`config.mk`:
```
export PLATFORM = sky130hd
export DESIGN_NAME = if_stage
export DESIGN_NICKNAME = d
export VERILOG_FILES = /design/src/rtl/if_stage_pkg.sv /design/src/rtl/if_reg.sv /design/src/rtl/if_stage.sv
export SDC_FILE = /design/constraint.sdc
export NUM_CORES = 1
export LEC_CHECK = 0
export CAP_MARGIN = 10
export CORE_UTILIZATION = 53
export CTS_CLUSTER_SIZE = 12
export DETAILED_ROUTE_END_ITERATION = 10
export GPL_TIMING_DRIVEN = 0
export PLACE_DENSITY = 0.83
export SLEW_MARGIN = 10
export SYNTH_ARGS = -nofsm -noshare
export SYNTH_HDL_FRONTEND = slang
export SYNTH_SLANG_ARGS = --single-unit
```
`constraint.sdc`:
```
create_clock -name clk -period 9.17 [get_ports clk]
set_input_delay 1.834 -clock clk [delete_from_list [all_inputs] [get_ports clk]]
set_output_delay 1.834 -clock clk [all_outputs]
set_load 0.1 [all_outputs]
```
`src/rtl/if_stage_pkg.sv`:
```
// Shared types and constants for the instruction-fetch stage.
// Holds the fetch FSM encoding, IF/ID register controls and bus word types.
package if_stage_pkg;

    localparam int WORD_ADDR_W = 30;
    localparam int WORD_DATA_W = 32;

    typedef logic [WORD_ADDR_W-1:0] word_addr_t;
    typedef logic [WORD_DATA_W-1:0] word_data_t;

    localparam word_addr_t RESET_VECTOR_DEFAULT = 30'h0;
    localparam word_data_t NOP_INSN_DEFAULT     = 32'h0;

    typedef enum logic {
        FETCH = 1'b0,
        HOLD  = 1'b1
    } fetch_state_e;

    typedef enum logic [1:0] {
        REG_HOLD    = 2'd0,
        REG_LOAD    = 2'd1,
        REG_BUBBLE  = 2'd2,
        REG_RESTORE = 2'd3
    } reg_ctrl_e;

endpackage

```
`src/rtl/if_reg.sv`:
```
// IF/ID pipeline register plus the one-entry skid buffer that catches a word
// arriving on the same cycle as a stall.
module if_reg
    import if_stage_pkg::*;
#(
    parameter word_data_t NOP_INSN = NOP_INSN_DEFAULT
) (
    input  logic       clk,
    input  logic       reset,
    input  reg_ctrl_e  i_ctrl,
    input  logic       i_bufSave,
    input  word_addr_t i_pc,
    input  word_data_t i_insn,
    output word_addr_t o_pc,
    output word_data_t o_insn,
    output logic       o_en_
);

    word_addr_t r_ifPc;
    word_data_t r_ifInsn;
    logic       r_ifEn_;
    word_addr_t r_bufPc;
    word_data_t r_bufInsn;

    // A bubble keeps if_pc so ID still sees the PC of the last real entry.
    always_ff @(posedge clk or posedge reset) begin
        if (reset) begin
            r_ifPc   <= '0;
            r_ifInsn <= NOP_INSN;
            r_ifEn_  <= 1'b1;
        end else begin
            case (i_ctrl)
                REG_LOAD: begin
                    r_ifPc   <= i_pc;
                    r_ifInsn <= i_insn;
                    r_ifEn_  <= 1'b0;
                end
                REG_BUBBLE: begin
                    r_ifInsn <= NOP_INSN;
                    r_ifEn_  <= 1'b1;
                end
                REG_RESTORE: begin
                    r_ifPc   <= r_bufPc;
                    r_ifInsn <= r_bufInsn;
                    r_ifEn_  <= 1'b0;
                end
                default: begin
                    r_ifPc   <= r_ifPc;
                end
            endcase
        end
    end

    always_ff @(posedge clk or posedge reset) begin
        if (reset) begin
            r_bufPc   <= '0;
            r_bufInsn <= '0;
        end else if (i_bufSave) begin
            r_bufPc   <= i_pc;
            r_bufInsn <= i_insn;
        end
    end

    assign o_pc   = r_ifPc;
    assign o_insn = r_ifInsn;
    assign o_en_  = r_ifEn_;

endmodule

```
`src/rtl/if_stage.sv`:
```
// Instruction-fetch stage: owns the PC, masters the instruction bus and
// steers the IF/ID register through flush, stall and branch redirects.
module if_stage
    import if_stage_pkg::*;
#(
    parameter word_addr_t RESET_VECTOR = RESET_VECTOR_DEFAULT,
    parameter word_data_t NOP_INSN     = NOP_INSN_DEFAULT
) (
    input  logic       clk,
    input  logic       reset,
    input  logic       stall,
    input  logic       flush,
    input  word_addr_t new_pc,
    input  logic       br_taken,
    input  word_addr_t br_addr,
    output logic       bus_req_,
    output word_addr_t bus_addr,
    input  logic       bus_rdy_,
    input  word_data_t bus_rd_data,
    output word_addr_t if_pc,
    output word_data_t if_insn,
    output logic       if_en_,
    output logic       busy
);

    fetch_state_e r_state;
    fetch_state_e w_stateNext;
    word_addr_t   r_pc;
    word_addr_t   w_pcNext;
    reg_ctrl_e    w_regCtrl;
    logic         w_bufSave;

    always_ff @(posedge clk or posedge reset) begin
        if (reset) begin
            r_state <= FETCH;
            r_pc    <= RESET_VECTOR;
        end else begin
            r_state <= w_stateNext;
            r_pc    <= w_pcNext;
        end
    end

    // Priority is flush > stall > branch > normal; a branch seen during a
    // stall is ignored because ID re-presents it once the stall clears.
    always_comb begin
        w_stateNext = r_state;
        w_pcNext    = r_pc;
        w_regCtrl   = REG_HOLD;
        w_bufSave   = 1'b0;
        case (r_state)
            FETCH: begin
                if (flush) begin
                    w_pcNext  = new_pc;
                    w_regCtrl = REG_BUBBLE;
                end else if (stall) begin
                    if (!bus_rdy_) begin
                        w_bufSave   = 1'b1;
                        w_pcNext    = r_pc + 30'd1;
                        w_stateNext = HOLD;
                    end
                end else if (br_taken) begin
                    w_pcNext  = br_addr;
                    w_regCtrl = REG_BUBBLE;
                end else if (!bus_rdy_) begin
                    w_pcNext  = r_pc + 30'd1;
                    w_regCtrl = REG_LOAD;
                end else begin
                    w_regCtrl = REG_BUBBLE;
                end
            end
            HOLD: begin
                if (flush) begin
                    w_pcNext    = new_pc;
                    w_regCtrl   = REG_BUBBLE;
                    w_stateNext = FETCH;
                end else if (stall) begin
                    w_stateNext = HOLD;
                end else if (br_taken) begin
                    w_pcNext    = br_addr;
                    w_regCtrl   = REG_BUBBLE;
                    w_stateNext = FETCH;
                end else begin
                    w_regCtrl   = REG_RESTORE;
                    w_stateNext = FETCH;
                end
            end
            default: begin
                w_stateNext = FETCH;
            end
        endcase
    end

    assign bus_addr = r_pc;
    assign bus_req_ = (r_state == HOLD);
    assign busy     = (r_state == FETCH) && bus_rdy_;

    if_reg #(
        .NOP_INSN (NOP_INSN)
    ) u_ifReg (
        .clk       (clk),
        .reset     (reset),
        .i_ctrl    (w_regCtrl),
        .i_bufSave (w_bufSave),
        .i_pc      (r_pc),
        .i_insn    (bus_rd_data),
        .o_pc      (if_pc),
        .o_insn    (if_insn),
        .o_en_     (if_en_)
    );

endmodule

```
# After elaboration in Yosys (flattened, before gate mapping)
# Index checks and enable logic that the tools add are counted.
[word_totals]
out_inout_bits = 95
ff_bits = 156
elab_cells = 46
[op_classes]
muxes = 26
bitwise_logic = 1
n_eq_ne = 5
n_reduce_logical = 6
add_sub_neg = 1
[ops]
columns = ["cell", "n"]
rows = [
  ["$mux W30", 7],
  ["$pmux W30 S2", 2],
  ["$pmux W32 S3", 1],
  ["$add A30 B1 Y30 const B", 1],
  ["$mux W2", 6],
  ["$mux W1", 7],
  ["$ne A3 B3 Y1 const B", 2],
  ["$eq A2 B2 Y1 const B", 2],
  ["$pmux W1 S2", 2],
  ["$pmux W2 S2", 1],
  ["$reduce_bool A2 Y1", 2],
  ["$reduce_bool A3 Y1", 1],
  ["$eq A2 B1 Y1 const B", 1],
  ["$reduce_and A2 Y1", 1],
  ["$reduce_or A2 Y1", 1],
  ["$logic_and A1 B1 Y1", 1],
  ["$not A1 Y1", 1],
]

# Depth between registers and ports, before layout
# Gate-level depths: netlist (run 1).
[logic_depth]
word_depth = 8
ltp_mapped = 8

# By module
# A second synthesis (run 1) with hierarchy kept.
[hier_totals]
cells_unflattened = 713
hier_area_um2 = 8187.9
[modules_own_cells]
columns = ["mod", "cells_each", "area_per_inst_um2", "seq_area_each_um2", "instances"]
rows = [
  ["if_reg", 374, 5516.5, 3129.3, 1],
  ["if_stage", 339, 2671.3, 775.7, 1],
]

# Worst setup path before layout (run 1)
# Ideal clock, no wire load.
[synth_path]
path_type = "input-to-output"
start = "in bus_rdy_"
end = "out busy"
n_path_buf = 1
arrival_time_ns = 3.346
required_time_ns = 7.336
cell_stages = 2
path_slack_ns = 3.990
path_cell_list = "buf_6 nor2b_1"
[synth_between]
elab_chain_len = 1
[synth_lines]
columns = ["element", "line_no", "rtl"]
rows = [
  ["start, declared", "if_stage.sv:18", "input logic bus_rdy_,"],
  ["$logic_and A1 B1 Y1", "if_stage.sv:95", "assign busy = (r_state == FETCH) && bus_rdy_;"],
  ["end, declared", "if_stage.sv:23", "output logic busy"],
]
# Every way passes these cells.

# Worst setup path in the final report (run 1)
# Same ends and word-level chain as after synthesis.

==> metrics.txt, run 1 <==
worst endpoint required time 7.34 ns; Final setup viols 0; row cnt 43; status completed; Vias 6535; vias per std cell 5.74; All-Layer GR Usage 0.302; skew final 0.0102 ns; final wirelength 21300 um; Worst Max-Slew Pin Slew 1.05 ns; WL/cell 18.7 um; largest fanout on the critical path 9; area leader, netlist dfrtp_1; synthesized flop and latch total 156; crit end category output port; number of diodes 0; Worst path max stage delay 1.21 ns; postcts setup bufs 0; unrepaired setup endpoints after global routing no; starting density of the core 0.542; max-cap viol count 0; # IOs 193; critical path launch point type input pin; largest net degree at the start of global routing 91; TritonRoute pass-1 iters 5; Synth top area share 0.515; fin area 0.0103 sq mm; die area 0.0147 sq mm; Seq/Total Area, Yosys 0.519; Area Overhead vs Synth 36.8%; Lkg Pwr 4.25 nW; Multi-input gate area 0.00332 sq mm; Worst EP arrival 3.42 ns; first-pass GRT wire length 33600 um; CTS buffer count 17; detailed placement HPWL 14900 um; final period utilization 0.573; TritonCTS clock tree built; initial antenna violation count 1; top post-synthesis cells by area dfrtp_1 (52%), mux2_2 (8.7%), nor2_1 (4.7%); GPL Wtd Cong 0.951; H-tree levels 4; Clock Sinks 156; core footprint 0.0139 sq mm; asr flop ratio synth 1.00; Ys Warns 0; Final Max Tran Viols 0; clk root buf clkbuf_16; die height 121 um; final hold slack 0.479 ns; GRT overflow 0; Hold Crit Class reg -> reg; ANT nets after route 0; vias in the first global route 6558; Synth Flop Type dfrtp_1; fmax 0.190 GHz; Synth Net Count 833; TNS Setup 0 ns; Hold Vio Cnt, Final 0; min Tclk post-route 5.25 ns; residual DRC count 0; Worst VDD drop 0.215 mV; critical-path cell list buf_6 > nor2b_1 > clkdlybuf4s50_1; cts-stage hold buffer count 0; Worst Setup Path Type in -> out; share of post-route cells with drive strength above 1 0.123; number of synthesized flops with an enable pin 0; die width 121 um; Final Util 0.742; Clk pin slew, worst setup/hold paths 0.06 ns; Fillers 1007; post-synth design cell area 0.00753 sq mm; Bufs on Longest Clock Path 2; Avg Synthesized Cell Area 10.3 sq um; input/output buffers 191; slowest stage cell, crit path clkdlybuf4s50_1; area post-placement 0.00970 sq mm; total power draw 0.00254 W; Worst-Skew Late Latency 0.44 ns; First DRT Iteration DRCs 425; most common library cell in the layout ignoring fill and taps clkdlybuf4s50_1; Cell Pwr Density 247 mW/mm^2; Syn Inst Count 734; Register Area 0.00391 sq mm; # resized after CTS 0; Max transition margin 0.298; Synth cell types 48; most frequent cells in the layout clkdlybuf4s50_1 (191), dfrtp_1 (155), nor2_1 (94), nand2_1 (59), mux2_2 (58); Final #Nets 1044
## power by group
group          internal (W)  switching, W
logic              0.000261      0.000661
registers          0.000817     0.0000888
clock network      0.000414      0.000299
## critical path, delay by kind of cell
family	cells	cell delay [ns]
simple gates	1	0.26
buf+inv	2	1.31
## stage by stage
step | setup WS (ns) | std cells
global route | 3.84 | 1138
detailed placement | 3.94 | 1106
floorplan | 3.13 | 734
finish | 3.92 | 1138
global placement | 1.05 | 1105
CTS | 3.94 | 1138
## metal layers
layer | global-route usage | part of all wire | vias up
li1 | - | - | 3025
met1 | 0.370 | 0.41 | 3179
met2 | 0.493 | 0.48 | 287
met3 | 0.0935 | 0.081 | 44
met4 | 0.127 | 0.024 | 0
met5 | 0 | 0 | -
## sequential cells by signal, summed over array words and instances (netlist names)
register,flops
u_ifReg.r_bufPc,30
u_ifReg.r_bufInsn,32
u_ifReg.o_pc,30
u_ifReg.o_en_,1
bus_req_,1
u_ifReg.o_insn,32
bus_addr,30
## cell type report
class	count	area share
tap	180	0.0219
multi-input combinational	508	0.323
buffer	59	0.0252
clock inverter	13	0.0149
sequential	156	0.379
inverter	11	0.00474
timing repair buffer	192	0.188
clock buffer	19	0.0430
## final timing paths
kind	from	endpoint	slack, ns	cells past startpoint
max	bus_rdy_	busy	3.92	3
min	u_ifReg.o_pc[0]	u_ifReg.o_pc[0]	0.48	2
max reg2reg	bus_req_	u_ifReg.r_bufPc[11]	6.91	4
min reg2reg	u_ifReg.o_pc[0]	u_ifReg.o_pc[0]	0.48	2
max in group asynchronous	reset	bus_addr[10]	6.52	3
min in group asynchronous	reset	u_ifReg.o_insn[23]	1.83	2
## Yosys cell counts (all sizes together) (2+ instances only)
library cell,n
a221oi,32
or4,2
mux2i,31
a311oi,7
nor2b,4
nor2,95
mux2,62
dfrtp,155
a21oi,55
nor4,7
and3,5
clkbuf,40
nand2,59
xnor2,23
a211oi,2
nand4,7
nand2b,2
and4b,2
buf,19
o31ai,12
nor3,15
nand3,14
and4,5
o21ai,47
xor2,5
inv,11
and2,8
## logic make-up (layout without fill, tap and decap cells)
| group | after synthesis | after routing | share of synthesized area |
|---|---|---|---|
| compound gates | 158 | 158 | 0.131 |
| xor+xnor | 28 | 28 | 0.0326 |
| simple gates | 228 | 228 | 0.142 |
| mux | 93 | 93 | 0.134 |
| flops | 156 | 156 | 0.519 |
| buf+inv | 70 | 294 | 0.0399 |
| fa+ha+maj | 1 | 1 | 0.00166 |
Note: power is estimated with default switching activity, not from simulation.
==> inputs of run 2 (changes only) <==
--- a/config.mk
+++ b/config.mk
@@ -6,11 +6,11 @@
 export NUM_CORES = 1
 export LEC_CHECK = 0
 export CAP_MARGIN = 10
-export CORE_UTILIZATION = 53
+export CORE_UTILIZATION = 45
 export CTS_CLUSTER_SIZE = 12
 export DETAILED_ROUTE_END_ITERATION = 10
 export GPL_TIMING_DRIVEN = 0
-export PLACE_DENSITY = 0.83
+export PLACE_DENSITY = 0.74
 export SLEW_MARGIN = 10
 export SYNTH_ARGS = -nofsm -noshare
 export SYNTH_HDL_FRONTEND = slang
==> constraint.sdc (replaced) <==
create_clock -name clk -period 4.4 [get_ports clk]
set_input_delay 0.88 -clock clk [delete_from_list [all_inputs] [get_ports clk]]
set_output_delay 0.88 -clock clk [all_outputs]
set_load 0.1 [all_outputs]
==> metrics.txt, run 2 (synthesis results as in run 1) <==
Hold Vio Cnt, Final 0; Hold Crit Class reg -> reg; TNS Setup 0 ns; core footprint 0.0161 sq mm; slack of the worst reg-to-reg path 2.04 ns; max-cap viol count 0; share of post-route cells with drive strength above 1 0.124; min Tclk post-route 3.29 ns; Max transition margin 0.299; Lkg Pwr 4.25 nW; r2r endpoint u_ifReg.r_bufPc[11]; Clk pin slew, worst setup/hold paths 0.06 ns; Worst Setup Path Type in -> out; largest net degree at the start of global routing 37; starting density of the core 0.467; final wirelength 21900 um; TritonCTS clock tree built; Clock Sinks 156; crit end category output port; Worst-Skew Late Latency 0.43 ns; final period utilization 0.749; most frequent cells in the layout clkdlybuf4s50_1 (191), dfrtp_1 (155), nor2_1 (94), nand2_1 (59), mux2_2 (58); Area Overhead vs Synth 37.4%; vias per std cell 5.59; die height 131 um; First DRT Iteration DRCs 524; # resized after CTS 0; Worst VDD drop 0.312 mV; Final #Nets 1047; die area 0.0172 sq mm; CTS buffer count 17; final hold slack 0.482 ns; Final setup viols 0; WP buf/inv 2; clk root buf clkbuf_16; Top Family by Delay on Critical Path buffers and inverters; Vias 6579; number of diodes 0; Hold Path Origin u_ifReg.o_pc[28]; residual DRC count 0; Hold Path Sink u_ifReg.o_pc[28]; GRT overflow 0; initial antenna violation count 0; Multi-input gate area 0.00332 sq mm; critical path launch point type input pin; ANT nets after route 0; status completed; Worst Max-Slew Pin Slew 1.05 ns; Register Area 0.00391 sq mm; Fillers 1346; postcts setup bufs 0; TritonRoute pass-1 iters 5; Bufs on Longest Clock Path 2; skew final 0.00704 ns; first-pass GRT wire length 35400 um; fin area 0.0103 sq mm; most common library cell in the layout ignoring fill and taps clkdlybuf4s50_1; unrepaired setup endpoints after global routing no; Levels on crit path 3; Final Max Tran Viols 0; vias in the first global route 6721; WL/cell 18.6 um; worst endpoint required time 3.52 ns; Worst EP arrival 2.41 ns; Cell Pwr Density 503 mW/mm^2; area post-placement 0.00979 sq mm; largest fanout on the critical path 9; critical-path cell list buf_6 > nor2b_1 > clkdlybuf4s50_1; detailed placement HPWL 15800 um; fmax 0.304 GHz; row cnt 46; die width 131 um; input/output buffers 191; All-Layer GR Usage 0.262; worst r2r path cells 4; slowest stage cell, crit path clkdlybuf4s50_1; Worst path max stage delay 1.22 ns; H-tree levels 4; # IOs 193; GPL Wtd Cong 0.923; Min-Delay Path Depth 2; worst r2r src bus_req_; cts-stage hold buffer count 0
==> run 2: changes by cell type in the layout (fill, tap and decap cells not counted), sizes merged <==
cell / previous run / this run
buf: 20 / 23
bufinv: 2 / 1
clkbuf: 59 / 61
clkinv: 2 / 6
inv: 17 / 11
==> run 2: layout make-up <==
cell class / count / share of cell area
Buffer: 59 / 0.0250
Timing Repair Buffer: 195 / 0.193
Clock buffer: 21 / 0.0445
Inverter: 11 / 0.00435
Tap cell: 216 / 0.0261
Multi-Input combinational cell: 508 / 0.321
Sequential cell: 156 / 0.377
Clock inverter: 10 / 0.00883
==> run 2: worst max path at each step <==
stage,from,end
CTS,bus_rdy_,busy
global route,bus_rdy_,busy
floorplan,bus_rdy_,u_ifReg.o_insn[0]
global placement,reset,u_ifReg.r_bufPc[20]
finish,bus_rdy_,busy
detailed placement,flush,u_ifReg.r_bufPc[11]
==> run 2: worst register-to-register path, stage by stage, from the launching register on <==
cell,delay (ns)
dfrtp_1,0.44
buf_1,0.30
nor3_2,0.73
buf_2,0.41
mux2_2,0.38
==> run 2: where the power goes <==
part	leakage [nW]	switching, W	internal, W
clock	0.269	0.000586	0.000803
combinational	2.06	0.00138	0.000547
sequential	1.93	0.000185	0.00170
==> run 2: metrics by stage <==
step                      setup WS, ns  power (W)  utilization  instances
after detailed placement         0.968    0.00383        0.608       1145
after floorplan                  0.887    0.00329            -        734
after CTS                         1.11    0.00522        0.642       1176
after global routing              1.04    0.00540        0.642       1176
final                             1.11    0.00520        0.642       1176
after global placement           0.178    0.00379        0.603       1141
==> run 2: layer usage <==
| metal | part of all wire | global-route usage | wire length [um] |
|---|---|---|---|
| met4 | 0.023 | 0.0982 | 507 |
| met1 | 0.43 | 0.342 | 9350 |
| met2 | 0.48 | 0.427 | 10400 |
| met5 | 0 | 0 | 0 |
| met3 | 0.074 | 0.0590 | 1620 |
==> inputs of run 3 (changes only) <==
--- a/config.mk
+++ b/config.mk
@@ -6,11 +6,11 @@
 export NUM_CORES = 1
 export LEC_CHECK = 0
 export CAP_MARGIN = 10
-export CORE_UTILIZATION = 45
+export CORE_UTILIZATION = 49
 export CTS_CLUSTER_SIZE = 12
 export DETAILED_ROUTE_END_ITERATION = 10
 export GPL_TIMING_DRIVEN = 0
-export PLACE_DENSITY = 0.74
+export PLACE_DENSITY = 0.77
 export SLEW_MARGIN = 10
 export SYNTH_ARGS = -nofsm -noshare
 export SYNTH_HDL_FRONTEND = slang
==> constraint.sdc (replaced) <==
create_clock -name clk -period 3.4 [get_ports clk]
set_input_delay 0.68 -clock clk [delete_from_list [all_inputs] [get_ports clk]]
set_output_delay 0.68 -clock clk [all_outputs]
set_load 0.1 [all_outputs]
==> metrics.txt, run 3 (synthesis results as in run 1) <==
All-Layer GR Usage 0.283; crit end category output port; total power draw 0.00697 W; fmax 0.340 GHz; die area 0.0159 sq mm; worst r2r path cells 4; Worst VDD drop 0.593 mV; Hold Path Origin u_ifReg.o_pc[10]; Worst Max-Slew Pin Slew 1.02 ns; H-tree levels 4; Worst EP arrival 2.26 ns; Final #Nets 1047; Worst Setup Path Type reg -> out; min Tclk post-route 2.94 ns; Clk pin slew, worst setup/hold paths 0.06 ns; max-cap viol count 0; r2r endpoint u_ifReg.r_bufPc[14]; area post-placement 0.00976 sq mm; row cnt 44; First DRT Iteration DRCs 300; vias in the first global route 6637; largest fanout on the critical path 5; Vias 6607; skew final 0.0108 ns; input/output buffers 191; final wirelength 21500 um; Hold Vio Cnt, Final 0; final period utilization 0.864; die width 126 um; first-pass GRT wire length 34700 um; Fillers 1138; residual DRC count 0; postcts setup bufs 0; # resized after CTS 0; TritonCTS clock tree built; Hold Crit Class reg -> reg; starting density of the core 0.510; Final setup viols 0; GPL Wtd Cong 0.925; largest net degree at the start of global routing 39; Logic pwr share 0.356; Pint 0.00416 W; worst endpoint required time 2.72 ns; Critical Path End busy; NetSw 0.00281 W; initial antenna violation count 0; Max transition margin 0.317; die height 126 um; core footprint 0.0148 sq mm; status completed; share of post-route cells with drive strength above 1 0.127; critical path launch point type flip-flop; # IOs 193; Clock power frac 0.293; GRT overflow 0; Switching Share 0.403; cts-stage hold buffer count 0; Area Overhead vs Synth 38.1%; Bufs on Longest Clock Path 2; CTS buffer count 17; TritonRoute pass-1 iters 6; Worst-Skew Late Latency 0.43 ns; detailed placement HPWL 15400 um; worst r2r src bus_req_; fin area 0.0104 sq mm; clk root buf clkbuf_16; unrepaired setup endpoints after global routing no; TNS Setup 0 ns; WL/cell 18.8 um; vias per std cell 5.77; Worst Setup SP bus_req_; slack of the worst reg-to-reg path 1.03 ns; most frequent cells in the layout clkdlybuf4s50_1 (191), dfrtp_1 (155), nor2_1 (94), nand2_1 (59), mux2_2 (58); Seq pwr share 0.350; Cell Pwr Density 671 mW/mm^2; Final Max Tran Viols 0; Clock Sinks 156; ANT nets after route 0; number of diodes 0; most common library cell in the layout ignoring fill and taps clkdlybuf4s50_1; pre-CTS WS 0.194 ns; Lkg Pwr 4.29 nW; Final WS setup 0.462 ns; final hold slack 0.477 ns
run 3: worst min-delay path by stage:
stage,slack [ns],cells past startpoint,endpoint
finish,0.48,2,u_ifReg.o_pc[10]
global route,0.50,2,u_ifReg.o_pc[10]
CTS,0.49,2,u_ifReg.o_pc[10]
detailed placement,0.47,2,u_ifReg.o_pc[10]
global placement,0.46,2,u_ifReg.o_pc[0]
floorplan,0.46,1,u_ifReg.r_bufPc[16]
run 3: per-stage QoR:
step,utilization,cells
2_1_floorplan,-,734
3_3_place_gp,0.656,1109
3_5_place_dp,0.661,1113
4_1_cts,0.704,1145
5_1_grt,0.704,1145
6_report,0.704,1145
run 3: power by group through the flow:
stage          Sequential (W)  Clock, W  Combinational (W)
2_1_floorplan         0.00369         0           0.000563
3_3_place_gp          0.00245         0            0.00245
3_5_place_dp          0.00247         0            0.00248
4_1_cts               0.00244   0.00207            0.00249
5_1_grt               0.00249   0.00216            0.00259
6_report              0.00244   0.00204            0.00248
run 3: critical path: stages (launching register included):
cell	delay (ns)
dfrtp_1	0.47
nor2b_2	0.17
clkdlybuf4s50_1	1.18
run 3: area by class of cell:
type,count,area (sq um),share of cell area
Tap cell,184,230,0.0222
Multi-Input combinational cell,508,3320,0.320
Inverter,11,45.0,0.00433
Clock buffer,18,429,0.0413
Sequential cell,156,3910,0.376
Buffer,59,259,0.0249
Timing Repair Buffer,195,1990,0.192
Clock inverter,14,208,0.0200
run 3: metal layers:
metal	wire (um)	part of all wire	track usage
met1	8960	0.42	0.358
met2	10200	0.47	0.461
met5	0	0	0
met3	1820	0.084	0.0803
met4	558	0.026	0.108
